$ cat config.mk
export PLATFORM = sky130hd
export DESIGN_NAME = fwd_hazard_unit
export DESIGN_NICKNAME = d
export VERILOG_FILES = /design/src/rtl/fwd_hazard_unit.sv
export SDC_FILE = /design/constraint.sdc
export NUM_CORES = 1
export LEC_CHECK = 0
export BUFFER_PORTS_ARGS = -buffer_cell sky130_fd_sc_hd__buf_2
export CAP_MARGIN = 20
export CORE_UTILIZATION = 39
export CTS_CLUSTER_SIZE = 10
export DETAILED_ROUTE_END_ITERATION = 12
export PLACE_DENSITY = 0.84
export REMOVE_ABC_BUFFERS = 1
export SETUP_SLACK_MARGIN = 0.2
export SKIP_LAST_GASP = 1
export SYNTH_ARGS = -nofsm -noshare
export SYNTH_HDL_FRONTEND = slang
export SYNTH_SLANG_ARGS = --single-unit
$ cat constraint.sdc
create_clock -name clk -period 1.6 [get_ports clk]
set_clock_uncertainty 0.1 [all_clocks]
set_input_delay 0.08 -clock clk [delete_from_list [all_inputs] [get_ports clk]]
set_output_delay 0.08 -clock clk [all_outputs]
set_load 0.05 [all_outputs]
$ cat src/rtl/fwd_hazard_unit.sv
// fwd_hazard_unit: operand forwarding selects and load-use stall control
// for the pipelined MIPS core.
// Optional feature macro: FWD_HAZARD_STATS_EN adds the stall_cycles and
// hazard_cnt statistics outputs.
module fwd_hazard_unit #(
  parameter int REG_W    = 5,
  parameter int NSRC     = 2,
  parameter int NSTAGE   = 2,
  parameter int LOAD_LAT = 1,
  localparam int SW      = $clog2(NSTAGE + 1)
) (
  input  logic                    clk,
  input  logic                    rst,
  input  logic [NSRC*REG_W-1:0]   ex_src,
  input  logic [NSRC*REG_W-1:0]   id_src,
  input  logic [NSRC-1:0]         id_src_used,
  input  logic                    id_valid,
  input  logic                    ex_regwrite,
  input  logic                    ex_is_load,
  input  logic [REG_W-1:0]        ex_wr,
  input  logic [NSTAGE-1:0]       st_regwrite,
  input  logic [NSTAGE*REG_W-1:0] st_wr,
  input  logic                    flush,
  output logic [NSRC*SW-1:0]      fwd_sel,
  output logic                    stall,
  output logic                    bubble,
  output logic                    pc_we,
  output logic                    ifid_we
`ifdef FWD_HAZARD_STATS_EN
  ,
  output logic [31:0]             stall_cycles,
  output logic [15:0]             hazard_cnt
`endif
);

  typedef enum logic {IDLE, STALL} state_t;

  localparam logic [3:0] LAT_M1 = 4'(LOAD_LAT - 1);

  state_t     state;
  logic [3:0] cnt;
  logic       src_match;
  logic       ld_hit;

  // Per-operand forwarding: scan furthest to nearest so the nearest match wins.
  always_comb begin
    fwd_sel = '0;
    for (int unsigned i = 0; i < NSRC; i++) begin
      for (int unsigned k = NSTAGE; k >= 1; k--) begin
        if (st_regwrite[k-1] &&
            (st_wr[(k-1)*REG_W +: REG_W] != '0) &&
            (st_wr[(k-1)*REG_W +: REG_W] == ex_src[i*REG_W +: REG_W]))
          fwd_sel[i*SW +: SW] = SW'(k);
      end
    end
  end

  // Load-use detection: a used ID operand reads the register the EX load writes.
  always_comb begin
    src_match = 1'b0;
    for (int unsigned i = 0; i < NSRC; i++) begin
      if (id_src_used[i] && (id_src[i*REG_W +: REG_W] == ex_wr))
        src_match = 1'b1;
    end
    ld_hit = id_valid & ex_regwrite & ex_is_load & (ex_wr != '0) & src_match;
  end

  // Stall outputs: IDLE stalls on a fresh hazard, STALL holds until done; flush overrides.
  always_comb begin
    if (state == IDLE) stall = ld_hit & ~flush;
    else               stall = ~flush;
    bubble  = stall | flush;
    pc_we   = ~stall;
    ifid_we = ~stall;
  end

  // Stall sequencer: the IDLE detection cycle is the first stall cycle, so
  // STALL only covers the remaining LOAD_LAT-1 cycles.
  always_ff @(posedge clk or negedge rst) begin
    if (!rst) begin
      state <= IDLE;
      cnt   <= '0;
    end else begin
      case (state)
        IDLE: begin
          if (ld_hit && !flush && (LOAD_LAT > 1)) begin
            state <= STALL;
            cnt   <= LAT_M1;
          end
        end
        STALL: begin
          if (flush) begin
            state <= IDLE;
            cnt   <= '0;
          end else begin
            cnt <= cnt - 4'd1;
            if (cnt == 4'd1) state <= IDLE;
          end
        end
        default: begin
          state <= IDLE;
          cnt   <= '0;
        end
      endcase
    end
  end

`ifdef FWD_HAZARD_STATS_EN
  // Saturating statistics: total stalled cycles and number of detected hazards.
  always_ff @(posedge clk or negedge rst) begin
    if (!rst) begin
      stall_cycles <= '0;
      hazard_cnt   <= '0;
    end else begin
      if (stall && (stall_cycles != '1))
        stall_cycles <= stall_cycles + 32'd1;
      if ((state == IDLE) && ld_hit && !flush && (hazard_cnt != '1))
        hazard_cnt <= hazard_cnt + 16'd1;
    end
  end
`endif

endmodule

==> results of run 1 <==
stage by stage:
stage          setup WS (ps)  std cells  power (uW)
4_1_cts                 42.2        159         502
2_1_floorplan          -1020         77         211
5_1_grt                -6.41        159         544
6_report                36.4        159         509
3_3_place_gp           -44.2        150         308
3_5_place_dp            -100        150         317
report_power, final:
group / internal (uW) / leakage, uW / switching [uW]
registers: 127 / 0.0000473 / 0
clock network: 94.2 / 0.0000150 / 50.5
logic: 126 / 0.000511 / 112
worst max-delay path: cells and delay by family:
family	cells	cell delay, ps
and+or+nand+nor	2	810
xor gates and xnor gates	1	150
buffers and inverters	2	340
final cells by class:
cell class              instances  area (um2)
multi-input cells              68         594
repair buffers                 62         435
fillers                       107         359
flip-flops and latches          5         126
clock buffers                   4        26.3
well taps                      16        20.0
inverters                       4        15.0
cell families (layout without fill, tap and decap cells):
group           after synthesis  count (layout)  share of synthesized area
mux                           2               2                     0.0310
fa+ha+maj                     2               2                     0.0365
flops                         5               5                      0.182
simple gates                 22              22                      0.217
buf+inv                       6              70                     0.0383
xor+xnor                     30              30                      0.383
compound gates               12              12                      0.111
worst max path at each step:
stage / from / end / slack (ps) / depth (start not counted)
2_1_floorplan: st_wr[4] / fwd_sel[1] / -1020 / 4
3_3_place_gp: st_wr[1] / fwd_sel[3] / -40 / 6
3_5_place_dp: st_wr[1] / fwd_sel[3] / -100 / 6
4_1_cts: st_wr[9] / fwd_sel[3] / 40 / 5
5_1_grt: st_wr[7] / fwd_sel[1] / -6 / 5
6_report: st_wr[7] / fwd_sel[1] / 40 / 5
Yosys cell counts (all sizes together), types with 2 or more instances:
cell type	count
xor2	22
nand2	2
nor2	2
o21a	2
nor4	6
or4	5
inv	4
o21ai	6
xnor2	8
nand3	3
dfrtp	5
o22ai	2
ha	2
state kept, by name, indices dropped and copies added (netlist names):
name   cells
cnt        4
state      1
layer usage:
metal	wire length, um	track usage	vias to the layer above
met5	0	0	-
met2	1340	0.513	36
met3	117	0.0625	0
li1	-	-	409
met4	0	0.0364	0
met1	819	0.270	365
what timing repair did:
action,CTS,global route
setup endpoints to repair,8,8
buffers inserted,3,0
hold buffers,2,0
resized for setup,33,6
endpoints found under the hold margin,7,0
pin swaps,11,5
==> results.md, run 1 <==
- Commonest non-fill, non-tap cells in the layout: buf_2, xor2_1, buf_4
- Synth area leader: xor2_1
- Slowest cell on crit path: or4_4
- Tot GR Track Use: 0.256
- WS Path Type: input pin to primary output
- Syn_area_per_cell: slightly below 9 um2
- CP required: 1420 ps
- Clock period minus worst slack: approximately 1600 ps
- RSZ-0062 raised after global routing: true
- DR pass1 iterations: 8
- Worst skew pair latency: 240 ps
- Initial DRC count: 15
- YS warnings: 0
- Post-Syn Area: a little under 700 um2
- Final hold vios: 0
- Data arrival at the endpoint of the critical path: between 1000 and 1500 ps
- Vias in the first global route: approximately 910
- Distinct cells, synth: 27
- Max-Cap Viols: 0
- Worst-path clk slew: roughly 50 ps
- Seq/Total Area, Yosys: 0.182
- CP endpoint kind: primary output
- Worst r2r path cells: 5
- CTS tree: done
- Vias per cell: 5.09
- Layout area overhead: 77.6%
- Row Count: 14
- Layout cells sized above 1: 0.545
- Share of Yosys cell area claimed by the top area cell type: 0.281
- WL final: 2.27 mm
- Placer Congestion: 0.840
- Die Area: roughly 1900 um2
- IO Count: 53
- RR Startpoint: cnt[0]$_DFFE_PN0P_
- Final period utilization: 0.977
- Worst Path Max Fanout: 3
- Clock Tree Root: clkbuf_4
- Initial antenna violation count: 0
- Status: complete, but fails checks
- Commonest non-fill, non-tap cell in the layout: buf_2
- HP Class: input pin to asynchronous set/reset pin
- Sum Neg Setup Slack: 0 ps
- Slew @ Worst Pin: 341 ps
- # setup viols final: 0
- Worst IR drop on VDD: 0.489 mV
- Die height: approximately 44 um
- Htree depth: 1
- RR Endpoint: cnt[2]$_DFFE_PN0P_
- Max stage delay on crit path: about 530 ps
- Number of synthesized flops with an enable pin: 0
- Failing checks: DRC
- Via Count: 810
- Hold_ws: slightly below 90 ps
- Die X: between 40 and 50 um
- Detail Route Antenna Nets: 0
- Placed Area: about 990 um2
- Clk buf depth: 2
- Core Util, Final: 0.772
- # DRC: 2
- Cells after synthesis: 79
- Reg-to-reg setup timing slack: roughly 330 ps
- Core area: about 1600 um2
- Antenna diodes: 0
- FF+latch count, synth: 5
- CP Launch Type: input pin
- CTS Buf Count: 3
- Pleak: between 0.0005 and 0.0006 uW
- Global-route wire length before repair: 3.66 mm
- Port bufs: 52
- Wire length per cell: ~14 um
- CP Cell Sequence: buf_8 > xor2_1 > or4_4 > nor4_2 > buf_4
- Slew Limit Fails: 0
- Final instance area: ~1200 um2
- Synth top area cells: xor2_1, dfrtp_1, xnor2_1
- Starting Density: 0.435
- Dpl hpwl: about 1.7 mm
- Gr ovfl total: 0
- Slew margin rel.: 0.771
- FFs w/ async S/R, synth: 1.00
- Top_reg_cell synth: dfrtp_1
- Final nets: roughly 190
- Largest net degree at the start of global routing: 10
- TritonCTS Sinks: 5
- Fmax: 640 MHz
- PD cells: ~420 nW/um2
(Power assumes the default switching activity.)
==> inputs of run 2 (changes only) <==
--- a/config.mk
+++ b/config.mk
@@ -5,11 +5,13 @@
 export SDC_FILE = /design/constraint.sdc
 export NUM_CORES = 1
 export LEC_CHECK = 0
+export ABC_AREA = 1
 export BUFFER_PORTS_ARGS = -buffer_cell sky130_fd_sc_hd__buf_2
 export CAP_MARGIN = 20
-export CORE_UTILIZATION = 39
-export CTS_CLUSTER_SIZE = 10
+export CORE_UTILIZATION = 41
+export CTS_CLUSTER_SIZE = 8
 export DETAILED_ROUTE_END_ITERATION = 12
+export GPL_TIMING_DRIVEN = 0
 export PLACE_DENSITY = 0.84
 export REMOVE_ABC_BUFFERS = 1
 export SETUP_SLACK_MARGIN = 0.2
==> results.md, run 2 <==
- Placed Area: 1060 um2 (was 992 um2)
- CP endpoint kind: primary output (unchanged)
- Die X: 45.6 um (was 43.9 um)
- Share of Yosys cell area claimed by the top area cell type: 0.188 (was 0.281)
- Min setup slack post-route: 260 ps (was 36.4 ps)
- Gr ovfl total: 0 (unchanged)
- Synth top area cells: nand2_1, dfrtp_1, xnor2_1 (was xor2_1, dfrtp_1, xnor2_1)
- # DRC: 0 (was 2)
- Layout cells sized above 1: 0.386 (was 0.545)
- Post-Syn Area: 779 um2 (was 686 um2)
- Initial antenna violation count: 0 (unchanged)
- Starting Density: 0.447 (was 0.435)
- Final period utilization: 0.838 (was 0.977)
- Placer Congestion: 0.838 (was 0.840)
- CTS tree: done (unchanged)
- Clock period minus worst slack: 1340 ps (was 1560 ps)
- Detail Route Antenna Nets: 0 (unchanged)
- Clock Tree Root: clkbuf_4 (unchanged)
- Global-route wire length before repair: 3.17 mm (was 3.66 mm)
- Clk buf depth: 2 (unchanged)
- Port bufs: 52 (unchanged)
- HP Class: input pin to flop (was input pin to asynchronous set/reset pin)
- Pre-CTS setup slack: 367 ps (was -100 ps)
- DR pass1 iterations: 4 (was 8)
- PD cells: 463 nW/um2 (was 418 nW/um2)
- FF+latch count, synth: 5 (unchanged)
- FFs w/ async S/R, synth: 1.00 (unchanged)
- Via Count: 971 (was 810)
- Wire length per cell: 9.30 um (was 14.3 um)
- YS warnings: 0 (unchanged)
- Syn_area_per_cell: 5.91 um2 (was 8.68 um2)
- CP Launch Type: flop (was input pin)
- IO Count: 53 (unchanged)
- Most frequent cell after synthesis: nand2_1 (was xor2_1)
- Final hold vios: 0 (unchanged)
- WL final: 1.99 mm (was 2.27 mm)
- Cells after synthesis: 132 (was 79)
- Distinct cells, synth: 23 (was 27)
- Initial DRC count: 9 (was 15)
- Number of synthesized flops with an enable pin: 0 (unchanged)
- Seq/Total Area, Yosys: 0.161 (was 0.182)
- Final instance area: 1120 um2 (was 1220 um2)
- # setup viols final: 0 (unchanged)
- Tot GR Track Use: 0.205 (was 0.256)
- Synth area leader: nand2_1 (was xor2_1)
- Reg-to-reg setup timing slack: 510 ps (was 330 ps)
- CTS Buf Count: 3 (unchanged)
- CP required: 1420 ps (about the same)
- Design Power: 518 uW (was 509 uW)
- Dpl hpwl: 1.77 mm (was 1.74 mm)
- Worst skew pair latency: 240 ps (about the same)
- Die Area: 2080 um2 (was 1930 um2)
- Core Util, Final: 0.641 (was 0.772)
- Largest Register: cnt (unchanged)
- Antenna diodes: 0 (unchanged)
- Row Count: 15 (was 14)
- Max FFs per register: 4 (unchanged)
- Worst IR drop on VDD: 0.285 mV (was 0.489 mV)
- Fill cells: 169 (was 107)
- Core area: 1750 um2 (was 1580 um2)
- Commonest cells in the netlist: nand2_1, nor2_1, inv_1, xnor2_1, inv_2 (was xor2_1, xnor2_1, dfrtp_1)
- Pleak: 0.000642 uW (was 0.000573 uW)
- Htree depth: 1 (unchanged)
- RSZ-0062 raised after global routing: false (was true)
- WS Path Type: flop to primary output (was input pin to primary output)
- Die height: 45.6 um (was 43.9 um)
- Commonest non-fill, non-tap cell in the layout: buf_2 (unchanged)
- Vias per cell: 4.54 (was 5.09)
- Worst-path clk slew: 40 ps (was 50 ps)
- Slew @ Worst Pin: 252 ps (was 341 ps)
- Final nets: 237 (was 191)
- Commonest non-fill, non-tap cells in the layout: buf_2, nand2_1, nor2_1 (was buf_2, xor2_1, buf_4)
- Fmax: 746 MHz (was 640 MHz)
- Worst Path Max Fanout: 3 (unchanged)
- Layout area overhead: 43.5% (was 77.6%)
- Status: completed (was complete, but fails checks)
- Data arrival at the endpoint of the critical path: 1160 ps (was 1380 ps)
- Top_reg_cell synth: dfrtp_1 (unchanged)
- Max-Cap Viols: 0 (unchanged)
- Slew Limit Fails: 0 (unchanged)
- TritonCTS Sinks: 5 (unchanged)
- Vias in the first global route: 867 (was 911)
- Largest net degree at the start of global routing: 7 (was 10)
- Hold_ws: 67.4 ps (was 87.7 ps)
- Regs by FF count: cnt (4), state (1) (unchanged)
- Slew margin rel.: 0.833 (was 0.771)
-- run 2: changes by cell type in the layout (fill, tap and decap cells not counted), moves of 5 or more --
| cell | delta |
|---|---|
| inv_1 | +9 |
| nor2_1 | +14 |
| nor4_2 | -5 |
| buf_2 | +14 |
| buf_4 | -11 |
| buf_6 | -10 |
| nand2_1 | +37 |
| xnor2_1 | +5 |
| xor2_1 | -14 |
| inv_2 | +9 |
-- run 2: cell families after synthesis --
group	Yosys count	synth area share
and+or+nand+nor	73	0.403
AOI/OAI and AO/OA	8	0.0594
adders and majority gates	2	0.0321
xor gates and xnor gates	20	0.225
DFF	5	0.161
buffers and inverters	24	0.120
-- run 2: per-layer routing --
layer / track usage / part of all wire
met5: 0 / 0
met4: 0.0364 / 0.0050
met3: 0.0238 / 0.074
met2: 0.463 / 0.56
met1: 0.183 / 0.36
-- run 2: critical path, cell delays in order, from the launching register on --
cell	delay, ps
dfrtp_2	420
inv_2	70
nor2_2	40
inv_2	70
nand2_2	60
inv_2	50
clkbuf_4	220
-- run 2: metrics by stage --
| step | setup TNS (ps) | instances |
|---|---|---|
| 6_report | 0 | 214 |
| 5_1_grt | 0 | 214 |
| 4_1_cts | 0 | 213 |
| 3_5_place_dp | 0 | 208 |
| 3_3_place_gp | 0 | 208 |
| 2_1_floorplan | -12.7 | 131 |
-- run 2: final timing paths --
check,cells after the start,from,endpoint
hold / removal,4,flush,state$_DFF_PN0_
max in group asynchronous,2,rst,state$_DFF_PN0_
hold reg to reg,1,state$_DFF_PN0_,cnt[0]$_DFFE_PN0P_
min in group asynchronous,2,rst,cnt[3]$_DFFE_PN0P_
setup / recovery,6,state$_DFF_PN0_,ifid_we
setup reg to reg,5,cnt[1]$_DFFE_PN0P_,cnt[2]$_DFFE_PN0P_
-- run 2: layout make-up --
type / count / area (um2) / area share
tap: 25 / 31.3 / 0.0280
clock buffer: 4 / 26.3 / 0.0235
sequential: 5 / 126 / 0.113
timing repair buffer: 54 / 285 / 0.255
multi-input combinational: 103 / 563 / 0.503
inverter: 23 / 86.3 / 0.0772
-- run 2: what timing repair did --
action                                  in CTS  in global routing
hold endpoints to repair                     5                  0
buffers inserted                             0                  1
endpoints found under the setup margin       3                  2
gates resized for setup                      3                  2
pin swaps                                    0                  0
hold buffers                                 1                  0
-- run 2: power by group --
group / total [uW] / internal [uW] / leakage (uW) / switching [uW]
Clock: 147 / 94.3 / 0.0000150 / 52.4
Sequential: 140 / 136 / 0.0000638 / 3.64
Combinational: 232 / 106 / 0.000563 / 126
